**src/rtl/pcie_sched_pkg.sv**
```systemverilog
// pcie_sched_pkg: TLP field layout, output-stage states and field helpers for the PCIe request scheduler
package pcie_sched_pkg;
    localparam int TLP_W    = 128;
    localparam int TAG_LSB  = 64;
    localparam int TAG_W    = 8;
    localparam int TYPE_BIT = 126;
    typedef enum logic {S_EMPTY, S_FULL} out_state_e;
    function automatic logic is_read(input logic [TLP_W-1:0] tlp);
        return !tlp[TYPE_BIT];
    endfunction
    function automatic logic [TAG_W-1:0] get_tag(input logic [TLP_W-1:0] tlp);
        return tlp[TAG_LSB +: TAG_W];
    endfunction
endpackage

```
**src/rtl/pcie_tag_alloc.sv**
```systemverilog
// pcie_tag_alloc: outstanding-tag vector, lowest-free allocation, owner table and registered free-tag count
module pcie_tag_alloc
    import pcie_sched_pkg::*;
#(
    parameter int NUM_REQ  = 4,
    parameter int NUM_TAGS = 16,
    localparam int IW = $clog2(NUM_TAGS),
    localparam int RW = $clog2(NUM_REQ)
) (
    input  logic             clk,
    input  logic             rst_n,
    input  logic             alloc,
    input  logic [RW-1:0]    alloc_owner,
    output logic [IW-1:0]    alloc_tag,
    input  logic             free_en,
    input  logic [IW-1:0]    free_tag,
    input  logic [TAG_W-1:0] lookup_tag,
    output logic             lookup_hit,
    output logic [RW-1:0]    lookup_owner,
    output logic [IW:0]      tags_free
);
    logic [NUM_TAGS-1:0] valid_q, valid_d;
    logic [RW-1:0]       owner_q [NUM_TAGS];
    logic [IW:0]         busy_d;
    always_comb begin
        alloc_tag = '0;
        for (int i = NUM_TAGS - 1; i >= 0; i--)
            if (!valid_q[i]) alloc_tag = IW'(i);
    end
    always_comb begin
        valid_d = valid_q;
        if (alloc) valid_d[alloc_tag] = 1'b1;
        if (free_en) valid_d[free_tag] = 1'b0;
    end
    always_comb begin
        busy_d = '0;
        for (int i = 0; i < NUM_TAGS; i++)
            busy_d = busy_d + (IW+1)'(valid_d[i]);
    end
    assign lookup_hit   = ({1'b0, lookup_tag} < (TAG_W+1)'(NUM_TAGS)) && valid_q[lookup_tag[IW-1:0]];
    assign lookup_owner = owner_q[lookup_tag[IW-1:0]];
    always_ff @(posedge clk) begin
        if (!rst_n) begin
            valid_q   <= '0;
            tags_free <= (IW+1)'(NUM_TAGS);
        end else begin
            valid_q   <= valid_d;
            tags_free <= (IW+1)'(NUM_TAGS) - busy_d;
            if (alloc) owner_q[alloc_tag] <= alloc_owner;
        end
    end
endmodule

```
**src/rtl/pcie_req_sched.sv**
```systemverilog
// pcie_req_sched: round-robin request arbiter with read-tag allocation and completion routing for one PCIe link
module pcie_req_sched
    import pcie_sched_pkg::*;
#(
    parameter int NUM_REQ  = 4,
    parameter int NUM_TAGS = 16,
    parameter int TLP_W    = 128,
    localparam int RW = $clog2(NUM_REQ),
    localparam int IW = $clog2(NUM_TAGS)
) (
    input  logic                     PCIE_CLK,
    input  logic                     PCIE_RSTn,
    input  logic [NUM_REQ-1:0]       rq_valid,
    output logic [NUM_REQ-1:0]       rq_ready,
    input  logic [NUM_REQ*TLP_W-1:0] rq_tlp,
    output logic [NUM_REQ-1:0]       rc_valid,
    input  logic [NUM_REQ-1:0]       rc_ready,
    output logic [TLP_W-1:0]         rc_tlp,
    output logic                     req_valid,
    input  logic                     req_ready,
    output logic [TLP_W-1:0]         req_tlp,
    input  logic                     cpl_valid,
    output logic                     cpl_ready,
    input  logic [TLP_W-1:0]         cpl_tlp,
    output logic [IW:0]              tags_free,
    output logic                     err_unexp_cpl
);
    out_state_e         state_q, state_d;
    logic [NUM_REQ-1:0] elig;
    logic [RW-1:0]      rr_q, gnt_idx, owner;
    logic               gnt_any, grant, alloc, hit, free_en;
    logic [TLP_W-1:0]   gnt_tlp, load_tlp;
    logic [IW-1:0]      alloc_tag;
    logic [TAG_W-1:0]   cpl_tag;
    always_comb begin
        elig = '0;
        for (int i = 0; i < NUM_REQ; i++)
            elig[i] = rq_valid[i] && (!is_read(rq_tlp[i*TLP_W +: TLP_W]) || tags_free != '0);
    end
    // scan from the highest offset down so the eligible requester closest after rr wins
    always_comb begin
        gnt_any = 1'b0;
        gnt_idx = rr_q;
        for (int k = NUM_REQ - 1; k >= 0; k--)
            if (elig[(int'(rr_q) + k) % NUM_REQ]) begin
                gnt_any = 1'b1;
                gnt_idx = RW'((int'(rr_q) + k) % NUM_REQ);
            end
    end
    assign req_valid = state_q == S_FULL;
    assign grant     = gnt_any && (!req_valid || req_ready) && PCIE_RSTn;
    assign rq_ready  = grant ? NUM_REQ'(1) << gnt_idx : '0;
    assign gnt_tlp   = rq_tlp[gnt_idx*TLP_W +: TLP_W];
    assign alloc     = grant && is_read(gnt_tlp);
    assign load_tlp  = is_read(gnt_tlp) ? {gnt_tlp[TLP_W-1:TAG_LSB+TAG_W], TAG_W'(alloc_tag), gnt_tlp[TAG_LSB-1:0]} : gnt_tlp;
    always_comb begin
        state_d = state_q;
        state_d = (state_q == S_FULL && !req_ready) || grant ? S_FULL : S_EMPTY;
    end
    assign cpl_tag   = get_tag(cpl_tlp);
    assign rc_tlp    = cpl_tlp;
    assign rc_valid  = cpl_valid && hit && PCIE_RSTn ? NUM_REQ'(1) << owner : '0;
    assign cpl_ready = cpl_valid && PCIE_RSTn && (!hit || rc_ready[owner]);
    assign free_en   = cpl_valid && hit && rc_ready[owner];
    pcie_tag_alloc #(.NUM_REQ(NUM_REQ), .NUM_TAGS(NUM_TAGS)) u_tags (
        .clk(PCIE_CLK),
        .rst_n(PCIE_RSTn),
        .alloc(alloc),
        .alloc_owner(gnt_idx),
        .alloc_tag(alloc_tag),
        .free_en(free_en),
        .free_tag(cpl_tag[IW-1:0]),
        .lookup_tag(cpl_tag),
        .lookup_hit(hit),
        .lookup_owner(owner),
        .tags_free(tags_free)
    );
    always_ff @(posedge PCIE_CLK) begin
        if (!PCIE_RSTn) begin
            state_q       <= S_EMPTY;
            req_tlp       <= '0;
            rr_q          <= '0;
            err_unexp_cpl <= 1'b0;
        end else begin
            state_q       <= state_d;
            err_unexp_cpl <= cpl_valid && !hit;
            if (grant) begin
                req_tlp <= load_tlp;
                rr_q    <= gnt_idx == RW'(NUM_REQ - 1) ? '0 : gnt_idx + 1'b1;
            end
        end
    end
endmodule

```
**config.mk**
```make
export PLATFORM = sky130hd
export DESIGN_NAME = pcie_req_sched
export DESIGN_NICKNAME = d
export VERILOG_FILES = /design/src/rtl/pcie_sched_pkg.sv /design/src/rtl/pcie_tag_alloc.sv /design/src/rtl/pcie_req_sched.sv
export SDC_FILE = /design/constraint.sdc
export NUM_CORES = 1
export LEC_CHECK = 0
export ABC_CLOCK_PERIOD_IN_PS = 21800
export CAP_MARGIN = 20
export CORE_AREA = 2 2 363 365
export DETAILED_ROUTE_END_ITERATION = 16
export DIE_AREA = 0 0 365 367
export SYNTH_ARGS = -nofsm -noshare
export SYNTH_HDL_FRONTEND = slang
export SYNTH_SLANG_ARGS = --single-unit
```
**constraint.sdc**
```tcl
create_clock -name PCIE_CLK -period 21.8 [get_ports PCIE_CLK]
set_clock_uncertainty 0.15 [all_clocks]
set_input_delay 4.36 -clock PCIE_CLK [delete_from_list [all_inputs] [get_ports PCIE_CLK]]
set_output_delay 4.36 -clock PCIE_CLK [all_outputs]
set_load 0.005 [all_outputs]
```
==> results of run 1 <==
[kinds of logic after synthesis]
logic type                 after synthesis
buffers and inverters                  297
and+or+nand+nor                       1015
adders and majority gates               28
DFF                                    185
muxes                                   21
AOI/OAI and AO/OA                      323
xor gates and xnor gates                 1
[layout make-up]
type,count,area share [%]
antenna,17,0.203
clock buffer,17,2.03
clock inverter,15,1.09
inverter,27,0.519
multi-input combinational,1388,33.2
sequential,185,19.2
tap,1755,10.5
timing repair buffer,701,33.4
[flip-flops by register name, indices dropped and copies added, names as in the netlist]
name,flops
rr_q,2
u_tags.tags_free,5
u_tags.owner_q,32
err_unexp_cpl,1
u_tags.valid_q,16
req_valid,1
req_tlp,128
[metal layers]
metal  wire [µm]  vias to the layer above  global-route usage, %
li1            -                     7062                      -
met1       36700                     6966                   15.7
met2       37100                      787                   18.5
met3        8750                      183                   5.01
met4        3070                       26                   5.06
met5         224                        -                  0.363
[critical path, cell delays in order]
cell and delay [ns]:
clkdlybuf4s50_1 0.45, or4_1 0.56, o21ai_0 0.26, a21oi_1 0.15, a21oi_4 0.16, buf_4 0.43, inv_8 0.26, ha_1 0.26
and2_1 0.13, clkdlybuf4s50_1 0.43
[path summary, 6_finish.rpt]
kind / from / slack [ns] / cells after the start / end
setup / recovery: rq_tlp[126] / 9.78 / 10 / rq_ready[1]
hold / removal: req_tlp[120]$_SDFFE_PN0P_ / 0.32 / 2 / req_tlp[120]$_SDFFE_PN0P_
setup reg to reg: u_tags.tags_free[3]$_SDFF_PN0_ / 14.39 / 22 / u_tags.tags_free[4]$_SDFF_PN1_
hold reg to reg: req_tlp[120]$_SDFFE_PN0P_ / 0.32 / 2 / req_tlp[120]$_SDFFE_PN0P_
[metrics by stage]
stage / utilization, % / instance area [µm²] / instances / hold WS [ns] / total power [mW]
floorplan: - / 12600 / 1870 / 0.303 / 1.05
global placement: 15.5 / 20300 / 4056 / 0.295 / 1.64
detailed placement: 15.5 / 20300 / 4056 / 0.305 / 1.64
CTS: 16.0 / 20900 / 4088 / 0.319 / 2.03
global route: 16.1 / 21000 / 4096 / 0.343 / 2.15
finish: 16.1 / 21000 / 4105 / 0.319 / 1.99
[synthesized netlist by cell type (all sizes together), types with 2 or more instances]
master   number  share of area [%]
nand2       648                 19
nand3       258                 10
o21ai       252                 10
buf         164                9.2
dfxtp       153                 24
clkbuf      106                3.2
nor2         45                1.3
edfxtp       32                7.6
inv          27               0.80
ha           18                1.8
and3         13               0.64
a21oi        12               0.56
and2         11               0.55
mux4         11                2.0
a31oi        10               0.50
fa           10                1.6
mux2i         9               0.71
a211oi        8               0.48
a311o         8               0.63
nand2b        8               0.40
nor2b         7               0.35
nor3          7               0.28
a41oi         6               0.42
nand4         6               0.30
or2           4               0.20
a22oi         3               0.18
a311oi        3               0.31
o211ai        3               0.18
o41ai         3               0.33
a2bb2oi       2               0.14
nand3b        2               0.12
nor3b         2               0.12
o221a         2               0.18
or3           2              0.099
[power breakdown]
part | switching (mW) | internal [mW] | total (mW)
Sequential | 0.0659 | 0.457 | 0.523
Clock | 0.200 | 0.172 | 0.372
Combinational | 0.652 | 0.440 | 1.09
Total | 0.918 | 1.07 | 1.99
==> results.ini, run 1 <==
[logic_synthesis]
synth-edff-count=32
synthXorXnorAreaFrac_pct=0.0694
synth_compound_gate_area_share_pct=14.7
synth_flop_cell=dfxtp_1
synth_fa_ha_area_share_pct=3.37
synthDistinctLibCells=59
ys_seq_area_share_pct=31.9
yosys.area_share.simple_pct=34.0
syn-num-nets=2550
avgSynthCellArea_um2=6.75
synth_top_family_by_area=simple AND/OR/NAND/NOR gates
yosys_warnings=0
netlist_area_um2=12600
synthMuxAreaShare_pct=2.77
synthCells=1870
synth_seq_cells=185
ys_async_sr_fraction_pct=0

[global_routing]
track_usage_pct=12.4
grt_max_degree=163
grt_pass1_vias=14200
overflow=0
antenna_found_initial=49
grt_pass1_wl_um=115000

[timing]
fmax_mhz=83.2
layout_setup_ws_ns=9.78
final_hold_viol_count=0
period_share_pct=55.2
final-max-slew-violation-count=0
setup_violations=0
maxSlewHeadroom_pct=33.5
fin_crit_ns=12.02
worst-slew-pin-transition_ns=0.998
grt_setup_unrepaired=no
setup_tns_ns=0

[drt]
drt_first_pass_iters=5
routed_via_density=3.66
drtIter0Drc=1012
routed_wl_um=85900
ant_nets=0
vias=15000
wl_per_cell_um=20.9
drc=0

[status]
status=complete, no violations

[finish]
nets=3000
final_cell_mix=clkdlybuf4s50_1 (682), nand2_1 (648), nand3_1 (256), o21ai_0 (240), dfxtp_1 (153)
fillers=15000
area_growth_pct=66.2
multiInputGateArea_um2=6960
drive_gt1_share_pct=3.39
layout_commonest_cell=clkdlybuf4s50_1
register_area_um2=4020

[cts]
cts_sinks=185
cts_buffers=17
cts_setup_buffers=0
cts_tree=done
clk_latency_ns=0.54
clkTransAtPathRegs_ns=0.10
ctsHoldBuffers=0
clock_path_buffers=2
cts_root_buf=clkbuf_16
h-tree-depth=4
cts_resized=0

[run]
cap_violations=0

[setup_path]
worstSetupEndpointType=output port
cp_max_fo=68
cp.arrival_ns=7.51
cp-start-kind=primary input
critPathRequiredTime_ns=17.29
path_class=in -> out

[floorplanning]
die-area_um2=134000
die-height_um=367
initial_utilization_pct=9.68
rows=133
boundaryPins=924
core_um2=130000
die_x_um=365

[place]
place_ws_ns=9.70
hpwl_um=70100
gp_congestion=0.918
port-buffer-count=683

[pwr]
leakagePower_nw=7.74
power.density_nw_per_um2=94.7
ir_drop_uv=74.4

[worst_hold_path]
hp-class=reg -> reg

(Power assumes the default switching activity.)
==> inputs of run 2 (changes only) <==
--- a/config.mk
+++ b/config.mk
@@ -5,11 +5,11 @@
 export SDC_FILE = /design/constraint.sdc
 export NUM_CORES = 1
 export LEC_CHECK = 0
-export ABC_CLOCK_PERIOD_IN_PS = 21800
+export ABC_CLOCK_PERIOD_IN_PS = 11600
 export CAP_MARGIN = 20
-export CORE_AREA = 2 2 363 365
+export CORE_AREA = 2 2 357 359
 export DETAILED_ROUTE_END_ITERATION = 16
-export DIE_AREA = 0 0 365 367
+export DIE_AREA = 0 0 359 361
 export SYNTH_ARGS = -nofsm -noshare
 export SYNTH_HDL_FRONTEND = slang
 export SYNTH_SLANG_ARGS = --single-unit
==> constraint.sdc (replaced) <==
create_clock -name PCIE_CLK -period 11.6 [get_ports PCIE_CLK]
set_clock_uncertainty 0.15 [all_clocks]
set_input_delay 2.32 -clock PCIE_CLK [delete_from_list [all_inputs] [get_ports PCIE_CLK]]
set_output_delay 2.32 -clock PCIE_CLK [all_outputs]
set_load 0.005 [all_outputs]
==> run 2 against run 1 <==
Cell count down 2.8%; via count fell by 0.86%; clock power rose by 89%; die area decreased by 3.3%; register-to-register slack worse by 9.8 ns; critical path type is now in -> reg; sequential cell count unchanged; critical endpoint is now u_tags.tags_free[4]$_SDFF_PN1_.
==> results.ini, run 2 (synthesized netlist as in run 1, its figures left out) <==
[cts]
ctsHoldBuffers=0  ; unchanged
cts_resized=0  ; unchanged
clkTransAtPathRegs_ns=0.09  ; about the same
clock_path_buffers=2  ; unchanged
cts_sinks=185  ; unchanged
cts_buffers=17  ; unchanged
cts_setup_buffers=0  ; unchanged
cts_tree=done
cts_root_buf=clkbuf_16
clk_latency_ns=0.55  ; about the same
h-tree-depth=4  ; unchanged

[place]
placed_cells=3950  ; -2.6%
gp_congestion=0.905  ; -1.4%
place_ws_ns=2.08  ; -7.62 ns
port-buffer-count=683  ; unchanged
hpwl_um=68800  ; -1.9%

[timing]
period_share_pct=76.9
final_hold_viol_count=0  ; unchanged
hold-worst-slack_ns=0.319  ; -0.000562 ns
grt_setup_unrepaired=no
maxSlewHeadroom_pct=37.2  ; +3.7 points
final-max-slew-violation-count=0  ; unchanged
setup_tns_ns=0  ; unchanged
fmax_mhz=112
layout_setup_ws_ns=2.68  ; -7.10 ns
setup_violations=0  ; unchanged
fin_crit_ns=8.92
worst-slew-pin-transition_ns=0.942  ; -0.0561 ns

[status]
status=complete, no violations

[drt]
wl_per_cell_um=21.1  ; +1.1%
drtIter0Drc=1123  ; +11%
routed_via_density=3.73  ; +2.0%
ant_nets=0  ; unchanged
routed_wl_um=84400  ; -1.7%
drc=0  ; unchanged
drt_first_pass_iters=6  ; +1
vias=14900  ; -0.86%

[worst_hold_path]
min_from=req_tlp[70]$_SDFFE_PN0P_
holdPathStages=2  ; unchanged
hp-class=reg -> reg
holdPathEnd=req_tlp[70]$_SDFFE_PN0P_

[floorplanning]
rows=130  ; -2.3%
boundaryPins=924  ; unchanged
core_um2=125000  ; -3.9%
die-height_um=361  ; -1.6%
die-area_um2=130000  ; -3.3%
initial_utilization_pct=10.1  ; +0.39 points
die_x_um=359  ; -1.6%

[global_routing]
track_usage_pct=12.6  ; +0.25 points
grt_pass1_vias=14300  ; +0.35%
grt_max_degree=128  ; -21%
overflow=0  ; unchanged
grt_pass1_wl_um=115000  ; -0.20%
antenna_found_initial=41  ; -16%

[finish]
fillers=14300  ; -4.3%
final_util_pct=16.6  ; +0.53 points
drive_gt1_share_pct=3.34  ; -0.041 points
largestRegisters=req_tlp x128, u_tags.owner_q x32, u_tags.valid_q x16
largest_register_ffs=128  ; unchanged
final_cell_mix=clkdlybuf4s50_1 (682), nand2_1 (648), nand3_1 (256), o21ai_0 (240), dfxtp_1 (153)
largest-register=req_tlp
stdcell_count=3991  ; -2.8%
nets=2999  ; -0.033%
area_growth_pct=65.0
layout_commonest_cell=clkdlybuf4s50_1

[run]
cap_violations=0  ; unchanged

[setup_path]
r2r_start=u_tags.tags_free[0]$_SDFF_PN0_
worstSetupEndpointType=flop
r2r_cells=21  ; -4.5%
cp_max_fo=11  ; -84%
ff2ff_setup_slack_ns=4.63  ; -9.76 ns
cp.arrival_ns=9.19  ; +1.68 ns
cp-start-kind=primary input
r2r_end=u_tags.tags_free[4]$_SDFF_PN1_
critPathRequiredTime_ns=11.87  ; -5.42 ns
path_class=in -> reg

[pwr]
leakagePower_nw=7.74  ; about the same
ir_drop_uv=129  ; +73%
power.density_nw_per_um2=179  ; +89%

## run 2: critical path, stage by stage
cell and delay [ns]:
clkdlybuf4s50_1 0.84, mux4_2 0.58, mux2i_1 0.15, o211ai_1 0.20
mux2i_1 0.18, mux2i_1 0.37, nand3_1 0.18, nor2_1 0.50
a21oi_1 0.23, fa_1 0.54, inv_1 0.04, ha_1 0.18
inv_1 0.08, fa_1 0.44, fa_1 0.55, inv_1 0.06
fa_1 0.45, fa_1 0.48, ha_1 0.22, fa_1 0.37
xnor2_1 0.15, nand2_1 0.07
## run 2: report_power, final
group / total [mW] / internal, mW / switching (mW) / leakage (nW)
clock: 0.704 / 0.308 / 0.396 / 0.316
sequential: 0.978 / 0.859 / 0.119 / 1.56
combinational: 2.04 / 0.825 / 1.21 / 5.86
## run 2: how the worst max path moves through the flow
stage / start / to / slack [ns] / cells after the start
3_5_place_dp: cpl_tlp[64] / u_tags.tags_free[4]$_SDFF_PN1_ / 2.08 / 21
6_report: cpl_tlp[65] / u_tags.tags_free[4]$_SDFF_PN1_ / 2.68 / 22
5_1_grt: cpl_tlp[64] / u_tags.tags_free[4]$_SDFF_PN1_ / 2.34 / 22
3_3_place_gp: cpl_tlp[64] / u_tags.tags_free[4]$_SDFF_PN1_ / 2.11 / 21
2_1_floorplan: cpl_tlp[64] / u_tags.tags_free[4]$_SDFF_PN1_ / 3.37 / 22
4_1_cts: cpl_tlp[64] / u_tags.tags_free[4]$_SDFF_PN1_ / 2.70 / 21
## run 2: layout make-up
| class | count | area (µm²) | share of cell area (%) |
|---|---|---|---|
| Antenna cell | 9 | 22.5 | 0.108 |
| Inverter | 27 | 109 | 0.523 |
| Timing Repair Buffer | 700 | 6990 | 33.6 |
| Clock buffer | 17 | 425 | 2.04 |
| Multi-Input combinational cell | 1388 | 6960 | 33.4 |
| Clock inverter | 15 | 236 | 1.14 |
| Sequential cell | 185 | 4020 | 19.3 |
| Tap cell | 1650 | 2060 | 9.91 |
## run 2: through the flow
stage | power, mW | instance area [µm²]
5_1_grt | 4.02 | 20800
3_5_place_dp | 3.06 | 20100
6_report | 3.72 | 20800
3_3_place_gp | 3.06 | 20100
4_1_cts | 3.81 | 20800
2_1_floorplan | 1.98 | 12600
## run 2: metal layers
layer  routed length, µm  track usage, %  share of wire (%)  vias to the layer above
met5                 342           0.481               0.41                        -
met4                2860            4.69                3.4                       38
met3                9480            6.19                 11                      183
met2               37000            19.3                 44                      763
met1               34700            15.2                 41                     6846
li1                    -               -                  -                     7065
==> inputs of run 3 (changes only) <==
--- a/config.mk
+++ b/config.mk
@@ -5,7 +5,7 @@
 export SDC_FILE = /design/constraint.sdc
 export NUM_CORES = 1
 export LEC_CHECK = 0
-export ABC_CLOCK_PERIOD_IN_PS = 11600
+export ABC_CLOCK_PERIOD_IN_PS = 9050
 export CAP_MARGIN = 20
 export CORE_AREA = 2 2 357 359
 export DETAILED_ROUTE_END_ITERATION = 16
==> constraint.sdc (replaced) <==
create_clock -name PCIE_CLK -period 9.05 [get_ports PCIE_CLK]
set_clock_uncertainty 0.15 [all_clocks]
set_input_delay 1.81 -clock PCIE_CLK [delete_from_list [all_inputs] [get_ports PCIE_CLK]]
set_output_delay 1.81 -clock PCIE_CLK [all_outputs]
set_load 0.005 [all_outputs]
==> run 3 against run 2 <==
Cell area up 0.14%; register-to-register slack got worse by 2.2 ns; highest routed layer unchanged; critical path depth unchanged; total power is 28% higher; largest cell class unchanged; wire length increased by 0.75%; first-iteration DRC count grew 0.80%; sequential cell count stayed put; hold slack lost 0.0074 ns.
==> results.ini, run 3 (synthesized netlist as in run 1, its figures left out) <==
[setup_path]
ff2ff_setup_slack_ns=2.44  ; -2.19 ns
crit_end=u_tags.tags_free[4]$_SDFF_PN1_
worstSetupEndpointType=flop
r2r_cells=21  ; unchanged
cp.arrival_ns=8.27  ; -0.92 ns
cp_max_fo=20  ; +9
crit_chain=clkdlybuf4s50_1 -> buf_4 -> mux4_2 -> a22oi_1 -> and3_1 -> mux2i_1 -> nand3_1 -> nor2_1 -> a21oi_1 -> fa_1 -> inv_1 -> ha_1 -> inv_1 -> fa_1 -> fa_1 -> inv_1 -> fa_1 -> fa_1 -> ha_1 -> fa_1 -> xnor2_1 -> nand2_1
crit_cells=22  ; unchanged
path_class=in -> reg
startpoint=cpl_tlp[64]
crit_slowest_cell=mux4_2
crit_top_cell=fa_1
worstPathBufferInverterCount=5  ; +1
cp-start-kind=primary input
critPathRequiredTime_ns=9.29  ; -2.58 ns
r2r_start=u_tags.tags_free[3]$_SDFF_PN0_
cp_top_family=adder cells
max_stage_delay_ns=0.56  ; -0.28 ns
r2r_end=u_tags.tags_free[4]$_SDFF_PN1_

[finish]
largestRegisters=req_tlp x128, u_tags.owner_q x32, u_tags.valid_q x16
largest-register=req_tlp
largest_register_ffs=128  ; unchanged
area_growth_pct=65.2
stdcell_area_um2=20900  ; +0.14%
drive_gt1_share_pct=3.59  ; +0.25 points
final_cell_mix=clkdlybuf4s50_1 (682), nand2_1 (648), nand3_1 (256), o21ai_0 (240), dfxtp_1 (153)
nets=3006  ; +0.23%
final_util_pct=16.6  ; +0.024 points
layout_commonest_cell=clkdlybuf4s50_1

[floorplanning]
die-height_um=361  ; unchanged
boundaryPins=924  ; unchanged
core_um2=125000  ; unchanged
rows=130  ; unchanged
initial_utilization_pct=10.1  ; unchanged
die_x_um=359  ; unchanged
die-area_um2=130000  ; unchanged

[drt]
drc=0  ; unchanged
drtIter0Drc=1132  ; +0.80%
ant_nets=0  ; unchanged
wl_per_cell_um=21.2  ; +0.47%
drt_first_pass_iters=5  ; -1
vias=15000  ; +0.43%
routed_via_density=3.74  ; +0.15%
routed_wl_um=85000  ; +0.75%

[pwr]
ir_drop_uv=183  ; +42%
power.density_nw_per_um2=228  ; +28%
leakagePower_nw=7.76  ; +0.34%

[cts]
cts_root_buf=clkbuf_16
clk_latency_ns=0.54  ; about the same
cts_tree=done
cts_buffers=17  ; unchanged
clkTransAtPathRegs_ns=0.09  ; about the same
clock_path_buffers=2  ; unchanged
cts_sinks=185  ; unchanged
cts_setup_buffers=0  ; unchanged
cts_resized=0  ; unchanged
ctsHoldBuffers=0  ; unchanged
h-tree-depth=4  ; unchanged

[timing]
grt_setup_unrepaired=no
setup_tns_ns=0  ; unchanged
layout_setup_ws_ns=1.03  ; -1.65 ns
final_hold_viol_count=0  ; unchanged
fmax_mhz=125
period_share_pct=88.7
maxSlewHeadroom_pct=37.5  ; +0.30 points
final-max-slew-violation-count=0  ; unchanged
fin_crit_ns=8.02
setup_violations=0  ; unchanged
worst-slew-pin-transition_ns=0.937  ; -0.00447 ns

[global_routing]
grt_pass1_wl_um=114000  ; -0.94%
antenna_found_initial=50  ; +22%
overflow=0  ; unchanged
track_usage_pct=12.6  ; -0.084 points
grt_pass1_vias=14100  ; -1.6%
grt_max_degree=139  ; +8.6%

[worst_hold_path]
hp-class=reg -> reg

[place]
gp_congestion=0.899  ; -0.70%
place_ws_ns=0.493  ; -1.59 ns
port-buffer-count=683  ; unchanged
placed_area_um2=20200  ; +0.24%
hpwl_um=69300  ; +0.73%

[run]
cap_violations=0  ; unchanged

[status]
status=complete, no violations

==> run 3: area by class of cell <==
type / instances / area [µm²]
well taps: 1650 / 2060
flip-flops and latches: 185 / 4020
inverters: 27 / 109
clock buffers: 19 / 464
fillers: 14300 / 105000
repair buffers: 707 / 7040
clock inverters: 13 / 169
multi-input cells: 1388 / 6960
diodes: 13 / 32.5
==> run 3: worst min path at each step <==
stage / startpoint / endpoint / slack, ns / cells after the start
4_1_cts: req_tlp[121]$_SDFFE_PN0P_ / req_tlp[121]$_SDFFE_PN0P_ / 0.31 / 2
3_5_place_dp: req_tlp[121]$_SDFFE_PN0P_ / req_tlp[121]$_SDFFE_PN0P_ / 0.30 / 2
2_1_floorplan: req_tlp[70]$_SDFFE_PN0P_ / req_tlp[70]$_SDFFE_PN0P_ / 0.30 / 2
5_1_grt: req_tlp[122]$_SDFFE_PN0P_ / req_tlp[122]$_SDFFE_PN0P_ / 0.34 / 2
6_report: req_tlp[121]$_SDFFE_PN0P_ / req_tlp[121]$_SDFFE_PN0P_ / 0.31 / 2
3_3_place_gp: req_tlp[62]$_SDFFE_PN0P_ / req_tlp[62]$_SDFFE_PN0P_ / 0.30 / 2
==> run 3: through the flow <==
| stage | power, mW | hold WS (ns) | cells |
|---|---|---|---|
| floorplan | 2.54 | 0.303 | 1870 |
| global placement | 3.93 | 0.296 | 3956 |
| detailed placement | 3.93 | 0.299 | 3957 |
| CTS | 4.87 | 0.312 | 3989 |
| global route | 5.13 | 0.340 | 3995 |
| finish | 4.76 | 0.311 | 4002 |
==> run 3: metal layers <==
| metal | vias to the layer above | part of all wire, % | wire length (µm) | global-route usage, % |
|---|---|---|---|---|
| met5 | - | 0.32 | 269 | 0.481 |
| met4 | 32 | 3.0 | 2560 | 4.95 |
| met3 | 175 | 12 | 10000 | 6.53 |
| met2 | 803 | 43 | 36800 | 18.6 |
| met1 | 6876 | 42 | 35400 | 15.2 |
| li1 | 7073 | - | - | - |
==> run 3: tightest hold or removal path, stage by stage (launching register included) <==
cell,delay (ns)
dfxtp_1,0.32
nand3_1,0.06
o21ai_1,0.05
==> run 3: power breakdown <==
group	switching, mW	total, mW	internal (mW)
combinational	1.57	2.64	1.06
clock	0.447	0.869	0.422
sequential	0.149	1.25	1.10
total	2.17	4.76	2.59
